$ cat src/rtl/egress_rr_scheduler_pkg.sv
// -----------------------------------------------------------------------------
// egress_rr_scheduler_pkg
// Shared constants and types for the egress round-robin read scheduler:
//   DEF_PORT_NUB_TOTAL : default number of switch ports (also the number of
//                        sub-queues per output VOQ)
//   DEF_DATA_WIDTH     : default payload width of the switch read data
//   DEF_WIDTH_SEL      : width of a sub-queue index
//   eng_state_e        : per-port engine state encoding
// -----------------------------------------------------------------------------
package egress_rr_scheduler_pkg;

    localparam int DEF_PORT_NUB_TOTAL = 4;
    localparam int DEF_DATA_WIDTH     = 8;
    localparam int DEF_WIDTH_SEL      = $clog2(DEF_PORT_NUB_TOTAL);

    typedef enum logic [1:0] {
        ST_IDLE  = 2'd0,
        ST_WAIT  = 2'd1,
        ST_VALID = 2'd2
    } eng_state_e;

endpackage

$ cat src/rtl/egress_rr_scheduler_if.sv
// -----------------------------------------------------------------------------
// egress_rr_scheduler_if
// Bundles the switch-side read port and the egress-side valid/ready port.
//   empty     : N*N   bit [i*N+j] = output i sub-queue j empty
//   port_out  : N*DW  switch read data, slice i for output i
//   rd_sel    : N*SW  sub-queue to read, slice i for output i
//   rd_en     : N     one-cycle read strobe per output
//   out_data  : N*DW  egress data per port
//   out_valid : N     egress valid per port
//   out_ready : N     egress ready per port
//   out_src   : N*SW  sub-queue index the egress word came from
// master = scheduler side, slave = switch + MAC side.
// -----------------------------------------------------------------------------
interface egress_rr_scheduler_if
    import egress_rr_scheduler_pkg::*;
#(
    parameter int N          = DEF_PORT_NUB_TOTAL,
    parameter int DATA_WIDTH = DEF_DATA_WIDTH,
    parameter int SEL_W      = $clog2(N)
) ();

    logic [N*N-1:0]          empty;
    logic [N*DATA_WIDTH-1:0] port_out;
    logic [N*SEL_W-1:0]      rd_sel;
    logic [N-1:0]            rd_en;
    logic [N*DATA_WIDTH-1:0] out_data;
    logic [N-1:0]            out_valid;
    logic [N-1:0]            out_ready;
    logic [N*SEL_W-1:0]      out_src;

    modport master (
        input  empty, port_out, out_ready,
        output rd_sel, rd_en, out_data, out_valid, out_src
    );

    modport slave (
        output empty, port_out, out_ready,
        input  rd_sel, rd_en, out_data, out_valid, out_src
    );

endinterface

$ cat src/rtl/egress_port_engine.sv
// -----------------------------------------------------------------------------
// egress_port_engine
// Single-output read engine: round-robin picks a non-empty sub-queue, pulses
// rd_en/rd_sel for one cycle, waits RD_LATENCY cycles, captures the returned
// word and holds it under a valid/ready handshake.
//   clk, rst_n : clock, async active-low reset
//   empty      : N     sub-queue empty flags of this output
//   port_out   : DW    switch read data of this output
//   out_ready  : 1     downstream ready
//   rd_sel     : SW    sub-queue being read (holds between reads)
//   rd_en      : 1     one-cycle read strobe
//   out_data   : DW    captured word
//   out_valid  : 1     captured word valid
//   out_src    : SW    sub-queue the captured word came from
// -----------------------------------------------------------------------------
module egress_port_engine
    import egress_rr_scheduler_pkg::*;
#(
    parameter int N          = DEF_PORT_NUB_TOTAL,
    parameter int DATA_WIDTH = DEF_DATA_WIDTH,
    parameter int RD_LATENCY = 1,
    parameter int SEL_W      = $clog2(N)
) (
    input  logic                  clk,
    input  logic                  rst_n,
    input  logic [N-1:0]          empty,
    input  logic [DATA_WIDTH-1:0] port_out,
    input  logic                  out_ready,
    output logic [SEL_W-1:0]      rd_sel,
    output logic                  rd_en,
    output logic [DATA_WIDTH-1:0] out_data,
    output logic                  out_valid,
    output logic [SEL_W-1:0]      out_src
);

    localparam int LAT_W = (RD_LATENCY > 1) ? $clog2(RD_LATENCY) : 1;
    localparam logic [LAT_W-1:0] LAT_LAST = LAT_W'(RD_LATENCY - 1);

    // Returns {found, index}: first set bit of req scanning ptr, ptr+1, ...
    // Scanning offsets from high to low lets the lowest offset win.
    function automatic logic [SEL_W:0] rr_pick(input logic [N-1:0] req,
                                                input logic [SEL_W-1:0] ptr);
        logic [SEL_W:0]   result;
        logic [SEL_W-1:0] idx;
        result = '0;
        for (int k = N - 1; k >= 0; k--) begin
            idx = SEL_W'((int'(ptr) + k) % N);
            if (req[idx]) begin
                result = {1'b1, idx};
            end else begin
                result = result;
            end
        end
        return result;
    endfunction

    eng_state_e            state_r;
    logic [SEL_W-1:0]      rr_ptr_r;
    logic [LAT_W-1:0]      lat_cnt_r;
    logic [SEL_W-1:0]      rd_sel_r;
    logic                  rd_en_r;
    logic [DATA_WIDTH-1:0] out_data_r;
    logic                  out_valid_r;
    logic [SEL_W-1:0]      out_src_r;

    logic [SEL_W:0]        pick_s;
    logic                  grant_valid_s;
    logic [SEL_W-1:0]      grant_s;
    logic [SEL_W-1:0]      next_ptr_s;

    // Round-robin grant over the non-empty sub-queues and the pointer after it.
    always_comb begin
        pick_s        = rr_pick(~empty, rr_ptr_r);
        grant_valid_s = pick_s[SEL_W];
        grant_s       = pick_s[SEL_W-1:0];
        if (grant_s == SEL_W'(N - 1)) begin
            next_ptr_s = '0;
        end else begin
            next_ptr_s = grant_s + SEL_W'(1);
        end
    end

    // Engine FSM: issue read, wait for data, hold until handshake.
    always_ff @(posedge clk or negedge rst_n) begin
        if (!rst_n) begin
            state_r     <= ST_IDLE;
            rr_ptr_r    <= '0;
            lat_cnt_r   <= '0;
            rd_sel_r    <= '0;
            rd_en_r     <= 1'b0;
            out_data_r  <= '0;
            out_valid_r <= 1'b0;
            out_src_r   <= '0;
        end else begin
            // rd_en is a single-cycle strobe; only the grant branch raises it.
            rd_en_r <= 1'b0;
            case (state_r)
                ST_IDLE: begin
                    if (grant_valid_s) begin
                        rd_en_r   <= 1'b1;
                        rd_sel_r  <= grant_s;
                        out_src_r <= grant_s;
                        rr_ptr_r  <= next_ptr_s;
                        lat_cnt_r <= '0;
                        state_r   <= ST_WAIT;
                    end else begin
                        state_r   <= ST_IDLE;
                    end
                end
                // The strobe cycle itself is the first latency cycle, so the
                // word is captured as it becomes valid and shown one cycle later.
                ST_WAIT: begin
                    if (lat_cnt_r == LAT_LAST) begin
                        out_data_r  <= port_out;
                        out_valid_r <= 1'b1;
                        state_r     <= ST_VALID;
                    end else begin
                        lat_cnt_r   <= lat_cnt_r + LAT_W'(1);
                    end
                end
                ST_VALID: begin
                    if (out_ready) begin
                        out_valid_r <= 1'b0;
                        state_r     <= ST_IDLE;
                    end else begin
                        state_r     <= ST_VALID;
                    end
                end
                default: begin
                    out_valid_r <= 1'b0;
                    state_r     <= ST_IDLE;
                end
            endcase
        end
    end

    assign rd_sel    = rd_sel_r;
    assign rd_en     = rd_en_r;
    assign out_data  = out_data_r;
    assign out_valid = out_valid_r;
    assign out_src   = out_src_r;

endmodule

$ cat src/rtl/egress_rr_scheduler.sv
// -----------------------------------------------------------------------------
// egress_rr_scheduler
// Output-side read scheduler for the shared-memory switch: one independent
// egress_port_engine per output port, plus bus slicing.
//   clk   : system clock
//   rst_n : async active-low reset
//   bus   : egress_rr_scheduler_if.master (switch read port + egress port)
// -----------------------------------------------------------------------------
module egress_rr_scheduler
    import egress_rr_scheduler_pkg::*;
#(
    parameter int PORT_NUB_TOTAL = DEF_PORT_NUB_TOTAL,
    parameter int DATA_WIDTH     = DEF_DATA_WIDTH,
    parameter int RD_LATENCY     = 1
) (
    input  logic                  clk,
    input  logic                  rst_n,
    egress_rr_scheduler_if.master bus
);

    localparam int N         = PORT_NUB_TOTAL;
    localparam int WIDTH_SEL = $clog2(PORT_NUB_TOTAL);

    logic [N-1:0][WIDTH_SEL-1:0]  rd_sel_s;
    logic [N-1:0]                 rd_en_s;
    logic [N-1:0][DATA_WIDTH-1:0] out_data_s;
    logic [N-1:0]                 out_valid_s;
    logic [N-1:0][WIDTH_SEL-1:0]  out_src_s;

    for (genvar i = 0; i < N; i++) begin : g_port
        egress_port_engine #(
            .N          (N),
            .DATA_WIDTH (DATA_WIDTH),
            .RD_LATENCY (RD_LATENCY),
            .SEL_W      (WIDTH_SEL)
        ) u_engine (
            .clk       (clk),
            .rst_n     (rst_n),
            .empty     (bus.empty[i*N +: N]),
            .port_out  (bus.port_out[i*DATA_WIDTH +: DATA_WIDTH]),
            .out_ready (bus.out_ready[i]),
            .rd_sel    (rd_sel_s[i]),
            .rd_en     (rd_en_s[i]),
            .out_data  (out_data_s[i]),
            .out_valid (out_valid_s[i]),
            .out_src   (out_src_s[i])
        );
    end

    assign bus.rd_sel    = rd_sel_s;
    assign bus.rd_en     = rd_en_s;
    assign bus.out_data  = out_data_s;
    assign bus.out_valid = out_valid_s;
    assign bus.out_src   = out_src_s;

endmodule

$ cat src/flat_wrapper.sv
// flat-port wrapper written by rule: the top's interface ports become plain ports
module egress_rr_scheduler_flat import egress_rr_scheduler_pkg::*;
#(
    parameter int PORT_NUB_TOTAL = DEF_PORT_NUB_TOTAL,
    parameter int DATA_WIDTH     = DEF_DATA_WIDTH,
    parameter int RD_LATENCY     = 1
)
  (clk, rst_n, bus_empty, bus_port_out, bus_out_ready, bus_rd_sel, bus_rd_en, bus_out_data, bus_out_valid, bus_out_src);
  egress_rr_scheduler_if #(.N((4)), .DATA_WIDTH(DATA_WIDTH), .SEL_W((2))) bus_i ();
  input  logic clk;
  input  logic rst_n;
  input wire logic [$bits(bus_i.empty)-1:0] bus_empty;
  input wire logic [$bits(bus_i.port_out)-1:0] bus_port_out;
  input wire logic [$bits(bus_i.out_ready)-1:0] bus_out_ready;
  output wire logic [$bits(bus_i.rd_sel)-1:0] bus_rd_sel;
  output wire logic [$bits(bus_i.rd_en)-1:0] bus_rd_en;
  output wire logic [$bits(bus_i.out_data)-1:0] bus_out_data;
  output wire logic [$bits(bus_i.out_valid)-1:0] bus_out_valid;
  output wire logic [$bits(bus_i.out_src)-1:0] bus_out_src;
  assign bus_i.empty = bus_empty;
  assign bus_i.port_out = bus_port_out;
  assign bus_i.out_ready = bus_out_ready;
  assign bus_rd_sel = bus_i.rd_sel;
  assign bus_rd_en = bus_i.rd_en;
  assign bus_out_data = bus_i.out_data;
  assign bus_out_valid = bus_i.out_valid;
  assign bus_out_src = bus_i.out_src;
  egress_rr_scheduler #(.PORT_NUB_TOTAL(PORT_NUB_TOTAL), .DATA_WIDTH(DATA_WIDTH), .RD_LATENCY(RD_LATENCY)) u_core (.clk(clk), .rst_n(rst_n), .bus(bus_i));
endmodule
$ cat config.mk
export PLATFORM = sky130hd
export DESIGN_NAME = egress_rr_scheduler_flat
export DESIGN_NICKNAME = d
export VERILOG_FILES = /design/src/rtl/egress_rr_scheduler_pkg.sv /design/src/rtl/egress_rr_scheduler_if.sv /design/src/rtl/egress_port_engine.sv /design/src/rtl/egress_rr_scheduler.sv /design/src/flat_wrapper.sv
export SDC_FILE = /design/constraint.sdc
export NUM_CORES = 1
export LEC_CHECK = 0
export CAP_MARGIN = 5
export CELL_PAD_IN_SITES_DETAIL_PLACEMENT = 0
export CELL_PAD_IN_SITES_GLOBAL_PLACEMENT = 1
export CORE_UTILIZATION = 31
export DETAILED_ROUTE_END_ITERATION = 16
export PLACE_DENSITY_LB_ADDON = 0.12
export REMOVE_ABC_BUFFERS = 1
export SLEW_MARGIN = 10
export SYNTH_ARGS = -nofsm -noshare
export SYNTH_HDL_FRONTEND = slang
export SYNTH_HIERARCHICAL = 1
export SYNTH_SLANG_ARGS = --single-unit
$ cat constraint.sdc
create_clock -name clk -period 1.6 [get_ports clk]
set_input_delay 0.16 -clock clk [delete_from_list [all_inputs] [get_ports clk]]
set_output_delay 0.16 -clock clk [all_outputs]
set_load 0.05 [all_outputs]
== Word-level counts from Yosys, hierarchy flattened ==
Index checks and enable logic that the tools add are counted.

* Register bits: 68
* Bits of input ports: 54
* Logic and storage cells: 224

* Magnitude comparators: 16
* $add $sub $neg: 20
* Equal/unequal tests: 24
* Reductions and logical operators: 24
* Muxes and demuxes: 100
* Bitwise operators: 12

{| class="wikitable"
|+ Operators with widths
! cell !! number
|-
| 2-bit by 3-bit < comparator with 1-bit output, second input constant || 16
|-
| 3-bit two-way mux || 16
|-
| 1-bit two-way mux || 44
|-
| 1-bit binary-select mux with 2-bit select || 16
|-
| 2-bit two-way mux || 12
|-
| 2-bit inequality test, second input constant || 12
|-
| 2-bit case mux with 3 select lines || 4
|-
| 2-bit AND reduction || 12
|-
| 2-bit by 1-bit adder with 2-bit output, second input constant || 8
|-
| 2-bit adder, second input constant || 8
|-
| 2-bit == test, second input constant || 8
|-
| 4-bit inverter || 4
|-
| 1-bit case mux with 3 select lines || 4
|-
| 3-bit AND reduction || 4
|-
| 2-bit by 1-bit == test with 1-bit output, second input constant || 4
|-
| 2-bit logical NOT || 4
|-
| 1-bit inverter || 8
|-
| 1-bit case mux with 2 select lines || 4
|-
| 2-bit nonzero test || 4
|-
| 1-bit adder, second input constant || 4
|}

== Logic depth before layout (Yosys ltp) ==
* Depth in word-level cells: 9
* Mapped depth: 6
* Mapped depth without buffers: 6

== By module ==
The synthesis kept the hierarchy.

{| class="wikitable"
|+ By module, submodules not included
! module !! area an instance (um^2) !! instances !! cells an instance
|-
| egress_port_engine at u_core.g_port[0].u_engine ... || 749.5 || 3 || 60
|-
| egress_port_engine at u_core.g_port[3].u_engine || 675.6 || 1 || 55
|}

== Worst setup path after synthesis ==
No wires, ideal clock.

* Kind: reg2reg
* Start: register u_core.g_port[0].u_engine.rr_ptr_r[0]
* End: register u_core.g_port[0].u_engine.rr_ptr_r[1]
* Required time: 1475 ps
* Library setup time: 125 ps
* Data arrival time: 1465 ps
* Buffers on the path: 0
* Cell stages (with the launch flop): 6
* Slack: 9 ps
* Cell sequence: dfrtp_1 or2_2 a21oi_1 nor2_1 ha_1 mux2_4

* Cells in the longest elaborated chain, start to end: 9
* Elaborated cells on any way between the ends: 19
* Those cells by class: add/sub: 4; eq/ne: 1; mux: 13; reduce/logical: 1

{| class="wikitable"
|+ RTL lines
! item !! line !! text
|-
| from (decl) || egress_port_engine.sv:58 || <nowiki>logic [SEL_W-1:0] rr_ptr_r;</nowiki>
|-
| from (signal assigned) || egress_port_engine.sv:103 || <nowiki>rr_ptr_r <= next_ptr_s;</nowiki>
|-
| 2-bit adder || egress_port_engine.sv:47 || <nowiki>idx = SEL_W'((int'(ptr) + k) % N);</nowiki>
|-
| 1-bit binary-select mux with 2-bit select || egress_port_engine.sv:48 || <nowiki>if (req[idx]) begin</nowiki>
|-
| 1-bit two-way mux (implied by the code) || egress_port_engine.sv:48 ||
|-
| 3-bit two-way mux (3 in a row) || egress_port_engine.sv:48 ||
|-
| 3-bit two-way mux (*) || egress_port_engine.sv:48 ||
|-
| net u_core.g_port[0].u_engine.pick_s[1] || egress_port_engine.sv:66 || <nowiki>logic [SEL_W:0] pick_s;</nowiki>
|-
| 2-bit by 1-bit adder with 2-bit output / 2-bit == test (equally long branches) || egress_port_engine.sv:79, egress_port_engine.sv:76 ||
|-
| 2-bit two-way mux (*) || egress_port_engine.sv:76 || <nowiki>if (grant_s == SEL_W'(N - 1)) begin</nowiki>
|-
| net u_core.g_port[0].u_engine.next_ptr_s[1] || egress_port_engine.sv:69 || <nowiki>logic [SEL_W-1:0] next_ptr_s;</nowiki>
|}

The timed path passes the listed nets; every way through them passes the cells marked *. The select of a mux whose other input is x is not followed.
A chain may end at the register's enable or synchronous reset.

== Worst setup path after layout ==
* Start: register u_core.g_port[1].u_engine.rr_ptr_r[0]
* End: register u_core.g_port[1].u_engine.rr_ptr_r[1]

* Cells in the longest elaborated chain, start to end: 9
* Elaborated cells on any way between the ends: 19
* Those cells by class: add/sub: 4; eq/ne: 1; mux: 13; reduce/logical: 1

{| class="wikitable"
|+ RTL lines
! item !! line
|-
| from (decl) || egress_port_engine.sv:58
|-
| from (signal assigned) || egress_port_engine.sv:103
|-
| 2-bit adder || egress_port_engine.sv:47
|-
| 1-bit binary-select mux with 2-bit select || egress_port_engine.sv:48
|-
| 1-bit two-way mux (implied by the code) || egress_port_engine.sv:48
|-
| 3-bit two-way mux (3 in a row) || egress_port_engine.sv:48
|-
| 3-bit two-way mux (*) || egress_port_engine.sv:48
|-
| net u_core.g_port[1].u_engine.pick_s[1] || egress_port_engine.sv:66
|-
| 2-bit by 1-bit adder with 2-bit output / 2-bit == test (equally long branches) || egress_port_engine.sv:79, egress_port_engine.sv:76
|-
| 2-bit two-way mux (*) || egress_port_engine.sv:76
|-
| net u_core.g_port[1].u_engine.next_ptr_s[1] || egress_port_engine.sv:69
|}

Marked as above.

==> results.toml <==
[logic_synthesis]
synth_common_cells = "63 x dfrtp_1, 32 x mux2_2, 13 x o21ai_0"
syn_inst = 235
ys_ff_latch = 63
syn_avg_cell_area_um2 = 12.44
synth_top_area_share = 0.5392
ys_types = 33
synth.top_cells.by_area = "dfrtp_1 54%, mux2_2 12%, mux2_4 2.6%"
synth_top_flop_cell = "dfrtp_1"
ys_seq_area_frac = 0.5392
synth_edf_count = 0
yosys.cell_count.top_type = "dfrtp_1"
synth_top_area_cell = "dfrtp_1"
synth_warnings = 6
synth_area_um2 = 2924
ys_async_sr_fraction = 1.000

[grt]
antenna_found_initial = 0
overflow = 0
first_global_vias = 2228
grt_max_degree = 34
grt_pass1_wl_mm = 10.58
grtUsageTotal = 0.1399

[placement]
place_area_um2 = 4279
routabilityCongestion = 0.7489
io_buffers = 109
post-place-cells = 488
dp.final_hpwl_mm = 4.897

[power_and_ir_drop]
pwr-share-clk = 0.114
power.sequential.fraction = 0.266
p_leak_uw = 0.002110
irDropWorstVdd_mv = 1.161
power_switching_share = 0.4658
p_int_uw = 5868
netSwitchingPower_uw = 5116
powerDensity_nw_per_um2 = 2434
combPwrFrac = 0.620

[cts]
clk-insertion-delay-late_ps = 330
h-tree-depth = 3
clockRootBuffer = "clkbuf_8"
numCtsBuffers = 9
cts_tree = "yes"
path_clk_slew_ps = 70
cts_buffer_depth = 2
cts.sinks = 63

[critical_path]
cp_max_fo = 3
r2r_setup_slack_ps = 50
cp_cell_sequence = "or2_4 -> a21oi_2 -> nor2_1 -> ha_1 -> mux2_4"
path_class = "register to register"
cp_top_family = "flip-flops"
cp.required_ps = 1820
end_kind = "register"
cp_slowest_cell = "dfrtp_1"
critical_path.startpoint_type = "register"
arrival_ps = 1770
cp_slowest_stage_delay_ps = 410
crit_buf_inv = 0

[sta]
rsz0062_at_grt = "false"
tightest_slew_ps = 429.7
setup_violations = 0
drv_slew = 0
min_period_ps = 1546
post-route-period-util = 0.9665
hold-worst-slack_ps = 336.7
tns_ps = 0
fin_worst_skew_ps = 11.30
slew_headroom = 0.7135
fmax_mhz = 646.7
hold_viol = 0

[die]
die_h_um = 99.12
ios = 110
rows = 35
die-area_um2 = 9825
start_util = 0.3180
chipWidth_um = 99.12
core-area_um2 = 9196

[layout]
seq_area_um2 = 1577
drive_above_1_share = 0.4621
syn_to_final_growth_pct = 54.30
fin_cells = 507
fin_area_um2 = 4512
antenna_cells = 0
fillers = 848
multiInputGateArea_um2 = 1254
finalNetCount = 449

[route]
via_per_inst = 4.568
ant_nets = 0
drt_wl_total_mm = 6.622
drt_pass1_iterations = 4
route.detailed.wl_per_inst_um = 13.06
vias = 2316
drc = 0
drt-initial-drc-count = 62

[job]
drv_cap = 0

[min_path]
hold_path_class = "primary input to asynchronous set/reset pin"

[run_status]
outcome = "finished clean"
-- path summary, 6_finish.rpt --
check                      cells past startpoint                                    end                                  start
min reg2reg                                    1    u_core/g_port[3].u_engine/out_valid    u_core/g_port[3].u_engine/out_valid
max                                            5  u_core/g_port[1].u_engine/rr_ptr_r[1]  u_core/g_port[1].u_engine/rr_ptr_r[0]
min in group clk                               2  u_core/g_port[2].u_engine/out_data[4]                       bus_port_out[20]
min                                            3  u_core/g_port[3].u_engine/out_data[3]                                  rst_n
max reg2reg                                    5  u_core/g_port[1].u_engine/rr_ptr_r[1]  u_core/g_port[1].u_engine/rr_ptr_r[0]
max in group asynchronous                      3   u_core/g_port[2].u_engine/state_r[1]                                  rst_n
-- area by class of cell --
type                    instances  area share
well taps                     111     0.03078
repair buffers                157      0.2928
clock buffers                  13     0.03522
flip-flops and latches         63      0.3494
inverters                      10    0.009983
multi-input cells             150      0.2779
clock inverters                 3    0.003882
-- flip-flops by register name, indices dropped and copies added, names as in the netlist --
name,cells
u_core/g_port.u_engine/out_src,8
u_core/g_port.u_engine/rr_ptr_r,8
u_core/g_port.u_engine/out_data,32
u_core/g_port.u_engine/state_r,8
u_core/g_port.u_engine/out_valid,4
u_core/g_port.u_engine/rd_en,3
-- layer usage --
metal  vias to the layer above  global-route usage  routed length (um)
met3                         9             0.05411                 467
met1                      1092              0.1828                3082
li1                       1142                   -                   -
met2                        73              0.2098                2993
met5                         -                   0                   0
met4                         0             0.05430                  78
-- what timing repair did --
| item | 4_1_cts | 5_1_grt |
|---|---|---|
| hold buffers | 1 | 0 |
| resized for setup | 3 | 7 |
| pin swaps | 2 | 4 |
| endpoints found under the setup margin | 6 | 6 |
| buffers inserted | 0 | 2 |
| hold endpoints to repair | 63 | 0 |
-- power groups by stage --
| stage | logic [uW] | registers (uW) | clock network (uW) |
|---|---|---|---|
| floorplan | 1960 | 5430 | 0 |
| global placement | 6750 | 2930 | 0 |
| detailed placement | 6770 | 2950 | 0 |
| CTS | 6810 | 2930 | 1300 |
| global route | 7190 | 3050 | 1370 |
| finish | 6810 | 2930 | 1250 |
-- cells by family (layout without fill, tap and decap cells) --
kind of cell,after synthesis,count (layout),synth area share
compound gates,50,50,0.1309
fa+ha+maj,4,4,0.01712
buf+inv,22,183,0.04279
flops,63,63,0.5392
mux,37,37,0.1489
simple gates,59,59,0.1211
-- tightest hold or removal path, cell delays in order --
cell and delay (ps):
dlygate4sd3_1 530, buf_2 140, buf_12 190
-- per-stage QoR --
step                      power (uW)    util  worst slack (ps)
after floorplan                 7385       -            -99.42
after detailed placement        9729  0.4653            -251.3
final                          10980  0.4906             53.58
after global placement          9686  0.4653            -225.0
after CTS                      11040  0.4868             1.294
after global routing           11610  0.4906             8.863
-- layout by cell type, fill, tap and decap left out, drive strengths merged, types with 2 or more instances in the layout --
cell           count
a211oi             2
or2               12
a21o               4
and2               3
o41ai              3
o211a              3
nand3              4
nor2               8
a21boi             3
o21ai             13
clkinv             2
nand2b             7
nand2              6
ha                 4
buf              104
nand4b             3
o21a               4
a32o               3
and4               3
nor3               4
nor2b              8
dfrtp             63
inv               10
mux2              37
a21oi             10
o31ai              4
clkbuf            13
clkdlybuf4s50     52
Note: power is estimated with default switching activity, not from simulation.
